$ cat src/rtl/mpu_reg_arbiter.sv
// mpu_reg_arbiter: round-robin, transaction-locked arbiter for the matrix register file
// write port (load/collector) and read port (store/dispatcher) with cross-port hazard blocking.
module mpu_reg_arbiter #(
   parameter int ADDR_W = 3
) (
   input  logic              clk,
   input  logic              rst,
   input  logic              load_req,
   input  logic [ADDR_W-1:0] load_addr,
   input  logic              coll_req,
   input  logic [ADDR_W-1:0] coll_addr,
   input  logic              store_req,
   input  logic [ADDR_W-1:0] store_addr,
   input  logic              disp_req,
   input  logic [ADDR_W-1:0] disp_addr0,
   input  logic [ADDR_W-1:0] disp_addr1,
   output logic              load_gnt,
   output logic              coll_gnt,
   output logic              store_gnt,
   output logic              disp_gnt,
   output logic [ADDR_W-1:0] wr_addr,
   output logic              hazard_stall
);
   typedef enum logic [1:0] {W_IDLE, W_LOAD, W_COLL} wr_st_t;
   typedef enum logic [1:0] {R_IDLE, R_STORE, R_DISP} rd_st_t;

   wr_st_t            wr_st_q, wr_st_d;
   rd_st_t            rd_st_q, rd_st_d;
   logic [ADDR_W-1:0] wr_addr_q, wr_addr_d;
   logic [ADDR_W-1:0] rd_a0_q, rd_a0_d, rd_a1_q, rd_a1_d;
   logic              wr_ptr_q, wr_ptr_d;
   logic              rd_ptr_q, rd_ptr_d;

   logic wr_busy, rd_busy, rd_new, rd_live;
   logic store_haz, disp_haz, load_haz, coll_haz;
   logic store_ok, disp_ok, load_ok, coll_ok;
   logic rd_pick_store, rd_pick_disp, wr_pick_load, wr_pick_coll;
   logic [ADDR_W-1:0] rd_c0, rd_c1;

   assign wr_busy   = wr_st_q != W_IDLE;
   assign rd_busy   = rd_st_q != R_IDLE;
   assign store_haz = wr_busy && store_addr == wr_addr_q;
   assign disp_haz  = wr_busy && (disp_addr0 == wr_addr_q || disp_addr1 == wr_addr_q);
   assign store_ok  = store_req && !store_haz;
   assign disp_ok   = disp_req && !disp_haz;
   // rd_ptr_q=1 gives store priority, 0 gives dispatcher priority
   assign rd_pick_store = store_ok && (!disp_ok || rd_ptr_q);
   assign rd_pick_disp  = disp_ok && !rd_pick_store;
   assign rd_new  = !rd_busy && (store_ok || disp_ok);
   assign rd_live = rd_busy || rd_new;
   // A read granted this very cycle also blocks a same-address write
   assign rd_c0 = rd_busy ? rd_a0_q : (rd_pick_store ? store_addr : disp_addr0);
   assign rd_c1 = rd_busy ? rd_a1_q : (rd_pick_store ? store_addr : disp_addr1);
   assign load_haz = rd_live && (load_addr == rd_c0 || load_addr == rd_c1);
   assign coll_haz = rd_live && (coll_addr == rd_c0 || coll_addr == rd_c1);
   assign load_ok  = load_req && !load_haz;
   assign coll_ok  = coll_req && !coll_haz;
   assign wr_pick_load = load_ok && (!coll_ok || !wr_ptr_q);
   assign wr_pick_coll = coll_ok && !wr_pick_load;

   always_comb begin
      wr_st_d   = wr_st_q;
      wr_addr_d = wr_addr_q;
      wr_ptr_d  = wr_ptr_q;
      case (wr_st_q)
         W_IDLE: if (wr_pick_load) begin
            wr_st_d   = W_LOAD;
            wr_addr_d = load_addr;
            wr_ptr_d  = 1'b1;
         end else if (wr_pick_coll) begin
            wr_st_d   = W_COLL;
            wr_addr_d = coll_addr;
            wr_ptr_d  = 1'b0;
         end
         W_LOAD: if (!load_req) begin
            wr_st_d   = W_IDLE;
            wr_addr_d = '0;
         end
         W_COLL: if (!coll_req) begin
            wr_st_d   = W_IDLE;
            wr_addr_d = '0;
         end
         default: begin
            wr_st_d   = W_IDLE;
            wr_addr_d = '0;
         end
      endcase
   end

   always_comb begin
      rd_st_d  = rd_st_q;
      rd_a0_d  = rd_a0_q;
      rd_a1_d  = rd_a1_q;
      rd_ptr_d = rd_ptr_q;
      case (rd_st_q)
         R_IDLE: if (rd_pick_store) begin
            rd_st_d  = R_STORE;
            rd_a0_d  = store_addr;
            rd_a1_d  = store_addr;
            rd_ptr_d = 1'b0;
         end else if (rd_pick_disp) begin
            rd_st_d  = R_DISP;
            rd_a0_d  = disp_addr0;
            rd_a1_d  = disp_addr1;
            rd_ptr_d = 1'b1;
         end
         R_STORE: rd_st_d = store_req ? R_STORE : R_IDLE;
         R_DISP:  rd_st_d = disp_req ? R_DISP : R_IDLE;
         default: rd_st_d = R_IDLE;
      endcase
   end

   always_ff @(posedge clk or negedge rst) begin
      if (!rst) begin
         wr_st_q   <= W_IDLE;
         rd_st_q   <= R_IDLE;
         wr_addr_q <= '0;
         rd_a0_q   <= '0;
         rd_a1_q   <= '0;
         wr_ptr_q  <= 1'b0;
         rd_ptr_q  <= 1'b0;
      end else begin
         wr_st_q   <= wr_st_d;
         rd_st_q   <= rd_st_d;
         wr_addr_q <= wr_addr_d;
         rd_a0_q   <= rd_a0_d;
         rd_a1_q   <= rd_a1_d;
         wr_ptr_q  <= wr_ptr_d;
         rd_ptr_q  <= rd_ptr_d;
      end
   end

   assign load_gnt     = wr_st_q == W_LOAD;
   assign coll_gnt     = wr_st_q == W_COLL;
   assign store_gnt    = rd_st_q == R_STORE;
   assign disp_gnt     = rd_st_q == R_DISP;
   assign wr_addr      = wr_addr_q;
   assign hazard_stall = (!wr_busy && ((load_req && load_haz) || (coll_req && coll_haz))) ||
                         (!rd_busy && ((store_req && store_haz) || (disp_req && disp_haz)));
endmodule

$ cat config.mk
export PLATFORM = sky130hd
export DESIGN_NAME = mpu_reg_arbiter
export DESIGN_NICKNAME = d
export VERILOG_FILES = /design/src/rtl/mpu_reg_arbiter.sv
export SDC_FILE = /design/constraint.sdc
export NUM_CORES = 1
export LEC_CHECK = 0
export ABC_AREA = 1
export ABC_CLOCK_PERIOD_IN_PS = 1950
export BUFFER_PORTS_ARGS = -buffer_cell sky130_fd_sc_hd__buf_2
export CAP_MARGIN = 20
export CORE_MARGIN = 1
export CORE_UTILIZATION = 30
export CTS_CLUSTER_DIAMETER = 40
export DETAILED_ROUTE_END_ITERATION = 16
export RECOVER_POWER = 25
export SYNTH_ARGS = -nofsm -noshare
export SYNTH_HDL_FRONTEND = slang
export SYNTH_SLANG_ARGS = --single-unit
$ cat constraint.sdc
create_clock -name clk -period 1.95 [get_ports clk]
set_clock_uncertainty 0.05 [all_clocks]
set_input_delay 0.0975 -clock clk [delete_from_list [all_inputs] [get_ports clk]]
set_output_delay 0.0975 -clock clk [all_outputs]
set_load 0.05 [all_outputs]
; Word level (Yosys, flattened, before mapping)
; Index checks and enable logic that the tools add are counted.
[word_totals]
regBits = 15
latchBits = 0
mem_bits_rw = 0
mem_bits_ro = 0
inputBits = 21
out_inout_bits = 8
wordCells = 98
memories = 0
[classes]
addsub = 0
n_mul = 0
n_div = 0
magnitude_cmp = 0
eq_ne = 15
shifts = 0
mux = 27
bitwise_logic = 0
reduce_logical = 49
[ops]
columns = cell, count
row1 = two-way mux 3 bit, 12
row2 = equality test 3 bit, 7
row3 = logical AND 1 bit, 19
row4 = two-way mux 2 bit, 7
row5 = case mux 2 bit (3 select lines), 2
row6 = zero test 1 bit, 11
row7 = logical OR 1 bit, 10
row8 = case mux 3 bit (3 select lines), 1
row9 = nonzero test 2 bit, 4
row10 = "!= test 3 bit, second input constant", 2
row11 = two-way mux 1 bit, 5
row12 = "equality test 2 x 1 -> 1 bit, second input constant", 2
row13 = "equality test 2 bit, second input constant", 2
row14 = zero test 2 bit, 2
row15 = "!= test 2 bit, second input constant", 2
row16 = AND reduction 2 bit, 2
row17 = AND reduction 3 bit, 1

; Longest topological paths before layout
; Gate-level depths: netlist (run 1).
[depth]
word_depth = 23
depth_mapped = 23
ltp_nobuf = 23

; Worst setup path before layout (run 1)
; Ideal clock, no wire load.
[synth_path]
path_kind = reg-to-output
from = reg wr_addr_q[2], in the netlist wr_addr[2]
to = out hazard_stall
t_arrival_ns = 2.473
required_ns = 1.803
path_slack_ns = -0.670
path_stages_with_launch = 16
path_buffers = 0
path_cell_list = dfrtp_1 xor2_1 nor2_1 and2_4 nor2_8 nand2_8 nand2_2 nand3_2 nand2_2 nand2_1 nand2_1 nand3_2 nand2_4 nand2_2 o21ai_0 a22o_1
[synth_via]
elab_chain_len = 17
[synth_rtl]
columns = element, line_no
row1 = from (decl), 29  ; logic [ADDR_W-1:0] wr_addr_q, wr_addr_d;
row2 = from (signal assigned), 125  ; wr_addr_q <= wr_addr_d;
row3 = equality test 3 bit, 43  ; assign disp_haz = wr_busy && (disp_addr0 == wr_addr_q || disp_addr1 == wr_addr_q);
row4 = logical OR 1 bit, 43
row5 = logical AND 1 bit, 43
row6 = zero test 1 bit, 45  ; assign disp_ok = disp_req && !disp_haz;
row7 = logical AND 1 bit, 45
row8 = zero test 1 bit, 47  ; assign rd_pick_store = store_ok && (!disp_ok || rd_ptr_q);
row9 = logical OR 1 bit, 47
row10 = logical AND 1 bit, 47
row11 = two-way mux 3 bit (on tied branches) (2 in series), "52, 53"
row12 = equality test 3 bit (on tied branches), "54, 55"
row13 = logical OR 1 bit (on tied branches), "54, 55"
row14 = logical AND 1 bit (on tied branches), "54, 55"
row15 = logical AND 1 bit, 138  ; assign hazard_stall = (!wr_busy && ((load_req && load_haz) || (coll_req && coll_haz))) ||
row16 = logical OR 1 bit, 138
row17 = logical AND 1 bit, 138
row18 = logical OR 1 bit *, 138
row19 = to (decl), 22  ; output logic hazard_stall
; Every way passes the cells marked *; elsewhere a longest branch is shown, timed or not.

; Worst setup path in the final report (run 1)
[layout_path]
from = reg wr_addr_q[0], in the netlist wr_addr[0]
to = out hazard_stall
; The elaborated chain is that of the path after synthesis.

==> flow_metrics.py, run 1 <==
metrics = {
    "clock_tree": {
        "numCtsBuffers": 3,
        "cts_tree": "done",
        "cts.htree.levels": 1,
        "cts_sinks": 15,
        "cts_buffer_depth": 2,
        "clkTransAtPathRegs_ns": 0.07,
        "clockRootBuffer": "clkbuf_8",
        "clock_latency_ns": 0.26,
    },
    "flow_run": {
        "max_cap_violations": 0,
    },
    "cells_and_area": {
        "final_cell_mix": "78 x nand2_1, 33 x buf_4, 27 x inv_1",
        "drive_gt1_share_pct": 42.86,
        "nFillCells": 499,
        "area_growth_pct": 44.63,
        "layout_commonest_cell": "nand2_1",
        "final_nets": 309,
        "antenna_cells": 0,
        "layout.cells.non_filler": 354,
    },
    "synth": {
        "netlist_instances": 221,
        "avgSynthCellArea_sq_um": 6.749,
        "yosysWarnings": 0,
        "synth_edf_count": 0,
        "ys_seq_area_share_pct": 25.17,
        "synth_ff_type": "dfrtp_1",
        "synth_cell_types": 28,
        "synth_nets": 242,
        "synth_seq_cells": 15,
        "async_flop_share_pct": 100.0,
        "syn_area_sq_mm": 0.001491,
    },
    "global_route": {
        "antenna_found_initial": 0,
        "grt_max_degree": 16,
        "grt_pass1_vias": 1429,
        "grt_use_total_pct": 16.69,
        "grt_pass1_wl_um": 6699,
        "gr-total-overflow": 0,
    },
    "sta": {
        "fmax_ghz": 0.3919,
        "hold_viol_final": 0,
        "max_slew_margin_pct": 35.74,
        "layout_setup_ws_ns": -0.6016,
        "rsz0062_at_grt": "yes",
        "period_needed_ns": 2.552,
        "worst_pin_slew_ns": 0.9639,
        "setup_viol": 7,
        "finalMaxSlewViolations": 0,
        "period_share_pct": 130.9,
    },
    "worst_hold_path": {
        "whs_path_depth": 3,
        "hold_path_end": "rd_st_q[1]$_DFFE_PN0P_",
        "hp-class": "primary input to register",
        "worstHoldStart": "disp_req",
    },
    "worst_setup_path": {
        "crit_family": "simple AND/OR/NAND/NOR gates",
        "r2r-start": "wr_addr[0]$_DFFE_PN0P_",
        "rr_worst_depth": 21,
        "cpMaxStageDelayCell": "dfrtp_2",
        "critPathLaunchType": "register",
        "path_max_fanout": 5,
        "cp-startpoint": "wr_addr[0]$_DFFE_PN0P_",
        "crit_type": "register to primary output",
        "r2r_end": "wr_addr[0]$_DFFE_PN0P_",
        "cp_num_buf_inv": 2,
        "crit_arrival_ns": 2.40,
        "worstPathCellList": "inv_2 > nand2_1 > nand2_1 > nand3_2 > nand2_2 > nand2_4 > nand3_4 > nand3_2 > nand3_4 > nand2_1 > nand2_1 > nand2_1 > nand3_2 > nand2_4 > nand2_4 > o21ai_2 > a22o_2 > buf_8",
        "cpMostUsedCell": "nand2_1",
        "endpoint_kind": "primary output",
        "cpPeakStageDelay_ns": 0.43,
        "r2r_slack_ns": -0.57,
        "cp.required_ns": 1.80,
    },
    "placed_design": {
        "portBuffers": 28,
        "globalplace.congestion": 0.7948,
        "place_inst": 343,
        "dpl.hpwl_um": 3267,
        "dp_slack_ns": -0.5190,
    },
    "detailed_routing": {
        "vias_per_cell": 4.387,
        "vias": 1553,
        "wl_um": 4052,
        "drc": 0,
        "drtAntennaViolNets": 0,
        "first_iter_violations": 78,
        "wl_per_cell_um": 11.45,
        "dr.pass1.iters": 4,
    },
    "pwr": {
        "leakage_nw": 1.191,
        "p_switching_w": 0.001681,
        "pwr-share-seq_pct": 17.7,
        "vdd_drop_max_mv": 0.6731,
        "clockPowerShare_pct": 8.5,
        "pwr-share-comb_pct": 73.8,
        "p_int_w": 0.001533,
        "swShare_pct": 52.30,
        "powerDensity_mw_per_mm2": 1490,
    },
    "die": {
        "die_area_sq_mm": 0.005258,
        "core.rowCount": 25,
        "coreArea_sq_mm": 0.004755,
        "initial_core_util_pct": 31.37,
        "chipWidth_um": 72.51,
        "boundaryPins": 29,
        "dieHeight_um": 72.51,
    },
    "status": {
        "violations": "negative setup slack",
        "status": "finished, violations left",
    },
}
[tightest hold or removal path, delay by kind of cell]
kind                   cells  cell delay [ns]
AO/OA/AOI/OAI              1             0.06
buffers and inverters      1             0.13
AND/OR/NAND/NOR            1             0.07
[state kept, by name, indices dropped and copies added, names as in the netlist]
signal	cells
rd_a0_q	3
rd_a1_q	3
rd_ptr_q	1
rd_st_q	2
wr_addr	3
wr_ptr_q	1
wr_st_q	2
[cell usage after synthesis, types with 2 or more instances]
cell type | number | area [sq um]
xor2_1 | 2 | 17.52
inv_2 | 3 | 11.26
dfrtp_1 | 15 | 375.4
nand3_2 | 12 | 120.1
o21ai_0 | 9 | 45.04
nor2_1 | 10 | 37.54
nand2_1 | 83 | 311.6
nand2_4 | 5 | 56.30
inv_1 | 27 | 101.4
nand3_4 | 4 | 70.07
a21oi_1 | 3 | 15.01
nand4_1 | 3 | 18.77
nand2_2 | 12 | 75.07
nand3_1 | 19 | 95.09
[power groups by stage]
stage / Clock (W) / Combinational (W) / Sequential [W]
after floorplan: 0 / 0.00146 / 0.000639
after global placement: 0 / 0.00210 / 0.000563
after detailed placement: 0 / 0.00212 / 0.000568
after CTS: 0.000287 / 0.00226 / 0.000572
after global routing: 0.000298 / 0.00261 / 0.000589
final: 0.000272 / 0.00237 / 0.000570
[per-stage QoR]
stage | util, % | hold slack [ns] | instance area (sq um) | total power, W | setup TNS [ns]
floorplan | - | -0.2481 | 1521 | 0.002103 | -2.066
global placement | 40.92 | 0.004953 | 1946 | 0.002667 | -2.889
detailed placement | 40.92 | 0.007030 | 1946 | 0.002692 | -2.964
CTS | 43.61 | 0.09189 | 2073 | 0.003114 | -3.513
global route | 45.37 | 0.09828 | 2157 | 0.003497 | -5.187
finish | 45.37 | 0.08868 | 2157 | 0.003214 | -3.678
[logic make-up after synthesis]
family | Yosys count | share of synthesized area (%)
AO/OA/AOI/OAI | 16 | 6.711
XOR/XNOR | 3 | 1.762
buffers and inverters | 33 | 8.976
flip-flops | 15 | 25.17
AND/OR/NAND/NOR | 154 | 57.38
[repair_timing]
action                     4_1_cts  5_1_grt
setup endpoints to repair        7       10
setup buffers                    3        3
hold endpoints to repair        15        0
gates resized for setup         12       14
pin swaps                        6       11
hold buffers                     1        0
[final cells by class]
class / count / area, sq um / share of cell area, %
well taps: 67 / 83.83 / 3.886
multi-input cells: 173 / 1104 / 51.16
flip-flops and latches: 15 / 379.1 / 17.58
inverters: 31 / 116.4 / 5.394
repair buffers: 64 / 429.2 / 19.90
clock buffers: 4 / 45.04 / 2.088
[layer usage]
metal | routed length [um] | part of all wire, % | up-vias | GRT usage, %
li1 | - | - | 831 | -
met1 | 1861 | 46 | 695 | 21.45
met2 | 2018 | 50 | 23 | 29.18
met3 | 143 | 3.5 | 4 | 3.056
met4 | 29 | 0.72 | 0 | 3.268
met5 | 0 | 0 | - | 0
[worst max path at each step]
| stage | end | slack, ns | depth (start not counted) |
|---|---|---|---|
| 2_1_floorplan | hazard_stall | -0.36 | 15 |
| 3_3_place_gp | hazard_stall | -0.50 | 16 |
| 3_5_place_dp | hazard_stall | -0.52 | 16 |
| 4_1_cts | hazard_stall | -0.58 | 18 |
| 5_1_grt | hazard_stall | -0.79 | 20 |
| 6_report | hazard_stall | -0.60 | 18 |
Note: power is estimated with default switching activity, not from simulation.
==> run 2, diff against run 1 <==
--- a/config.mk
+++ b/config.mk
@@ -10,7 +10,7 @@
 export BUFFER_PORTS_ARGS = -buffer_cell sky130_fd_sc_hd__buf_2
 export CAP_MARGIN = 20
 export CORE_MARGIN = 1
-export CORE_UTILIZATION = 30
+export CORE_UTILIZATION = 25
 export CTS_CLUSTER_DIAMETER = 40
 export DETAILED_ROUTE_END_ITERATION = 16
 export RECOVER_POWER = 25
==> flow_metrics.py, run 2 (same netlist as run 1, synthesis figures left out) <==
metrics = {
    "sta": {
        "max_slew_margin_pct": 44.07,
        "period_share_pct": 133.0,
        "rsz0062_at_grt": "yes",
        "fmax_ghz": 0.3855,
        "worst_pin_slew_ns": 0.8389,
        "period_needed_ns": 2.594,
        "layout_setup_ws_ns": -0.6444,
        "finalMaxSlewViolations": 0,
        "hold_viol_final": 0,
        "setup_viol": 7,
    },
    "detailed_routing": {
        "first_iter_violations": 113,
        "vias_per_cell": 4.429,
        "wl_per_cell_um": 11.68,
        "wl_um": 4135,
        "drtAntennaViolNets": 0,
        "drc": 0,
        "vias": 1568,
        "dr.pass1.iters": 4,
    },
    "worst_setup_path": {
        "cp_num_buf_inv": 2,
        "crit_arrival_ns": 2.45,
        "endpoint_kind": "primary output",
        "crit_family": "simple AND/OR/NAND/NOR gates",
        "worstPathCellList": "xor2_1 > nor2_1 > and2_4 > nor2_8 > nand2_8 > nand2_4 > nand3_4 > nand2_2 > nand2_1 > nand2_1 > inv_1 > nand3_2 > nand2_4 > nand2_4 > o21ai_2 > a22o_2 > buf_8",
        "cpMaxStageDelayCell": "dfrtp_2",
        "cpMostUsedCell": "nand2_4",
        "cpPeakStageDelay_ns": 0.46,
        "cp.required_ns": 1.80,
        "path_max_fanout": 8,
        "crit_type": "register to primary output",
        "critPathLaunchType": "register",
    },
    "pwr": {
        "clockPowerShare_pct": 7.8,
        "pwr-share-seq_pct": 18.0,
        "pwr-share-comb_pct": 74.2,
        "p_int_w": 0.001520,
        "vdd_drop_max_mv": 1.106,
        "leakage_nw": 1.181,
        "power_w": 0.003226,
        "swShare_pct": 52.87,
        "powerDensity_mw_per_mm2": 1487,
        "p_switching_w": 0.001705,
    },
    "cells_and_area": {
        "final_cell_mix": "76 x nand2_1, 28 x buf_4, 26 x inv_1, 26 x buf_2, 14 x nand2_4",
        "stdcell_area_sq_mm": 0.002170,
        "drive_gt1_share_pct": 44.33,
        "final_nets": 304,
        "layout_commonest_cell": "nand2_1",
        "antenna_cells": 0,
        "area_growth_pct": 45.47,
    },
    "clock_tree": {
        "cts_sinks": 15,
        "cts_tree": "done",
        "cts.htree.levels": 1,
        "cts_buffer_depth": 2,
        "clock_latency_ns": 0.25,
        "clkTransAtPathRegs_ns": 0.06,
        "numCtsBuffers": 3,
        "clockRootBuffer": "clkbuf_8",
    },
    "global_route": {
        "grt_max_degree": 16,
        "antenna_found_initial": 0,
        "gr-total-overflow": 0,
        "grt_pass1_vias": 1471,
        "grt_use_total_pct": 14.05,
        "grt_pass1_wl_um": 6872,
    },
    "flow_run": {
        "max_cap_violations": 0,
    },
    "die": {
        "core.rowCount": 27,
        "dieHeight_um": 79.24,
        "boundaryPins": 29,
        "initial_core_util_pct": 26.44,
        "die_area_sq_mm": 0.006279,
        "coreArea_sq_mm": 0.005642,
        "chipWidth_um": 79.24,
    },
    "status": {
        "violations": "negative setup slack",
        "status": "finished, violations left",
    },
    "placed_design": {
        "portBuffers": 28,
        "dpl_cell_area_sq_mm": 0.001899,
        "globalplace.congestion": 0.8005,
        "dpl.hpwl_um": 3333,
    },
    "worst_hold_path": {
        "hp-class": "primary input to register",
    },
}
==> run 2: final timing paths <==
check,start,to,slack (ns),depth (start not counted)
setup / recovery,wr_addr[2]$_DFFE_PN0P_,hazard_stall,-0.64,17
hold / removal,store_req,rd_st_q[0]$_DFFE_PN0P_,0.07,3
setup reg to reg,wr_addr[2]$_DFFE_PN0P_,wr_addr[2]$_DFFE_PN0P_,-0.58,20
hold reg to reg,rd_a0_q[2]$_DFFE_PN0P_,rd_a0_q[2]$_DFFE_PN0P_,0.45,2
max in group asynchronous,rst,wr_addr[1]$_DFFE_PN0P_,0.86,2
min in group asynchronous,rst,rd_st_q[0]$_DFFE_PN0P_,0.41,2
==> run 2: layer usage <==
| metal | track usage (%) | routed length [um] | up-vias |
|---|---|---|---|
| li1 | - | - | 825 |
| met1 | 18.64 | 1927 | 707 |
| met2 | 23.79 | 2049 | 32 |
| met3 | 2.414 | 123 | 4 |
| met4 | 2.727 | 34 | 0 |
| met5 | 0 | 0 | - |
==> run 2: layout make-up <==
cell class	instances	area (sq um)
well taps	72	90.09
multi-input cells	173	1147
inverters	31	116.4
clock buffers	4	45.04
repair buffers	59	391.6
fillers	577	3472
flip-flops and latches	15	379.1
==> run 2: worst reg2reg max path, delay by kind of cell (launching register included) <==
kind                   cells  cell delay, ns
XOR/XNOR                   1            0.17
flip-flops                 1            0.46
AO/OA/AOI/OAI              1            0.21
buffers and inverters      2            0.18
AND/OR/NAND/NOR           16            1.38
==> run 2: power by group through the flow <==
| stage | Clock [W] | Combinational (W) | Sequential (W) |
|---|---|---|---|
| detailed placement | 0 | 0.00207 | 0.000580 |
| floorplan | 0 | 0.00146 | 0.000639 |
| global route | 0.000271 | 0.00263 | 0.000599 |
| global placement | 0 | 0.00206 | 0.000573 |
| CTS | 0.000259 | 0.00222 | 0.000578 |
| finish | 0.000250 | 0.00239 | 0.000581 |
==> run 2: repair_timing <==
action,CTS,global route
hold buffers,1,0
endpoints found under the hold margin,15,0
resized for setup,16,20
setup endpoints to repair,7,15
pin swaps,10,18
setup buffers,3,5
==> run 2: stage by stage <==
stage	std cells	util [%]	setup TNS, ns	hold WS [ns]	setup WS [ns]
6_report	354	38.46	-3.937	0.07143	-0.6444
4_1_cts	349	36.15	-3.776	0.06627	-0.6316
5_1_grt	354	38.46	-5.716	0.09125	-0.7885
3_5_place_dp	341	33.67	-3.000	-0.01932	-0.5157
3_3_place_gp	341	33.67	-2.893	-0.02356	-0.5196
2_1_floorplan	221	-	-2.066	-0.2481	-0.3642
==> run 3, diff against run 2 <==
--- a/config.mk
+++ b/config.mk
@@ -11,6 +11,7 @@
 export CAP_MARGIN = 20
 export CORE_MARGIN = 1
 export CORE_UTILIZATION = 25
+export CTS_BUF_LIST = sky130_fd_sc_hd__clkbuf_8
 export CTS_CLUSTER_DIAMETER = 40
 export DETAILED_ROUTE_END_ITERATION = 16
 export RECOVER_POWER = 25
==> flow_metrics.py, run 3 (same netlist as run 1, synthesis figures left out) <==
metrics = {
    "status": {
        "status": "finished, violations left",
        "violations": "negative setup slack",
    },
    "cells_and_area": {
        "seqCellArea_sq_um": 379.1,
        "area_growth_pct": 45.47,
        "drive_gt1_share_pct": 44.33,
        "nFillCells": 577,
        "antenna_cells": 0,
        "layout_commonest_cell": "nand2_1",
        "final_nets": 304,
        "multi_input_area_sq_mm": 0.001147,
        "final_cell_mix": "76 x nand2_1, 28 x buf_4, 27 x inv_1",
        "stdcell_area_sq_mm": 0.002170,
        "finish.utilization_pct": 38.46,
    },
    "detailed_routing": {
        "wl_per_cell_um": 11.65,
        "drtAntennaViolNets": 0,
        "drc": 0,
        "dr.pass1.iters": 4,
        "first_iter_violations": 92,
        "vias": 1559,
        "vias_per_cell": 4.404,
        "wl_um": 4125,
    },
    "pwr": {
        "power_w": 0.003219,
        "vdd_drop_max_mv": 1.103,
        "leakage_nw": 1.185,
        "powerDensity_mw_per_mm2": 1484,
    },
    "worst_setup_path": {
        "critPathLaunchType": "register",
        "r2r-start": "wr_addr[2]$_DFFE_PN0P_",
        "endpoint_kind": "primary output",
        "rr_worst_depth": 20,
        "r2r_slack_ns": -0.58,
        "path_max_fanout": 8,
        "crit_arrival_ns": 2.45,
        "r2r_end": "wr_addr[2]$_DFFE_PN0P_",
        "cp.required_ns": 1.80,
        "crit_type": "register to primary output",
    },
    "sta": {
        "finalMaxSlewViolations": 0,
        "hold_ws_ns": 0.07043,
        "period_share_pct": 133.1,
        "fmax_ghz": 0.3854,
        "period_needed_ns": 2.595,
        "max_slew_margin_pct": 44.07,
        "hold_viol_final": 0,
        "setup_viol": 7,
        "worst_pin_slew_ns": 0.8390,
        "layout_setup_ws_ns": -0.6446,
        "fin_setup_tns_ns": -3.939,
        "rsz0062_at_grt": "yes",
    },
    "die": {
        "boundaryPins": 29,
        "coreArea_sq_mm": 0.005642,
        "chipWidth_um": 79.24,
        "initial_core_util_pct": 26.44,
        "die_area_sq_mm": 0.006279,
        "dieHeight_um": 79.24,
        "core.rowCount": 27,
    },
    "global_route": {
        "grt_max_degree": 16,
        "grt_use_total_pct": 14.05,
        "grt_pass1_vias": 1471,
        "antenna_found_initial": 0,
        "gr-total-overflow": 0,
        "grt_pass1_wl_um": 6872,
    },
    "worst_hold_path": {
        "whs_path_depth": 3,
        "worstHoldStart": "store_req",
        "hp-class": "primary input to register",
        "hold_path_end": "rd_st_q[0]$_DFFE_PN0P_",
    },
    "clock_tree": {
        "clockRootBuffer": "clkbuf_8",
        "cts.htree.levels": 1,
        "clkTransAtPathRegs_ns": 0.06,
        "numCtsBuffers": 3,
        "clock_latency_ns": 0.25,
        "cts_tree": "done",
        "cts_buffer_depth": 2,
        "cts_sinks": 15,
    },
    "placed_design": {
        "globalplace.congestion": 0.8005,
        "portBuffers": 28,
        "dpl.hpwl_um": 3333,
        "dpl_cell_area_sq_mm": 0.001899,
    },
    "flow_run": {
        "max_cap_violations": 0,
    },
}
-- run 3: cell types whose count changed in the layout (fill, tap and decap cells not counted), sizes merged --
cell / before / now
clkbuf: 5 / 4
inv: 30 / 31
-- run 3: where the power goes --
group          internal (W)  switching, W
registers          0.000464      0.000116
clock network      0.000139      0.000107
logic              0.000912       0.00148
-- run 3: cell type report --
cell class	count	share of cell area [%]
clock buffers	3	1.903
inverters	31	5.363
flip-flops and latches	15	17.47
clock inverters	1	0.1730
repair buffers	59	18.05
multi-input cells	173	52.88
well taps	72	4.152
-- run 3: through the flow --
stage | worst slack [ns] | instances
floorplan | -0.3642 | 221
global placement | -0.5196 | 341
detailed placement | -0.5157 | 341
CTS | -0.6316 | 349
global route | -0.7885 | 354
finish | -0.6446 | 354
-- run 3: per-layer routing --
metal  wire (um)  vias to the layer above  track usage (%)
li1            -                      825                -
met1        1925                      701            18.64
met5           0                        -                0
met4          34                        0            2.727
met3         114                        4            2.414
met2        2052                       29            23.79
-- run 3: how the worst max path moves through the flow --
stage                            from            to  slack (ns)  cells past startpoint
4_1_cts        wr_addr[2]$_DFFE_PN0P_  hazard_stall       -0.63                     19
3_5_place_dp   wr_st_q[1]$_DFFE_PN0P_  hazard_stall       -0.52                     16
2_1_floorplan  wr_addr[2]$_DFFE_PN0P_  hazard_stall       -0.36                     15
6_report       wr_addr[2]$_DFFE_PN0P_  hazard_stall       -0.64                     17
3_3_place_gp   wr_st_q[1]$_DFFE_PN0P_  hazard_stall       -0.52                     16
5_1_grt        wr_addr[2]$_DFFE_PN0P_  hazard_stall       -0.79                     20
-- run 3: repair_timing --
item	in CTS	in global routing
endpoints found under the hold margin	15	0
buffers inserted	3	5
pin swaps	10	18
hold buffers	1	0
setup endpoints to repair	7	15
resized for setup	16	20
-- run 3: worst max-delay path: stages, from the launching register on --
cell and delay [ns]:
dfrtp_2 0.46, xor2_1 0.17, nor2_1 0.07, and2_4 0.16, nor2_8 0.18, nand2_8 0.13
nand2_4 0.11, nand3_4 0.07, nand2_2 0.07, nand2_1 0.05, nand2_1 0.05, inv_1 0.04
nand3_2 0.08, nand2_4 0.06, nand2_4 0.07, o21ai_2 0.05, a22o_2 0.24, buf_8 0.15
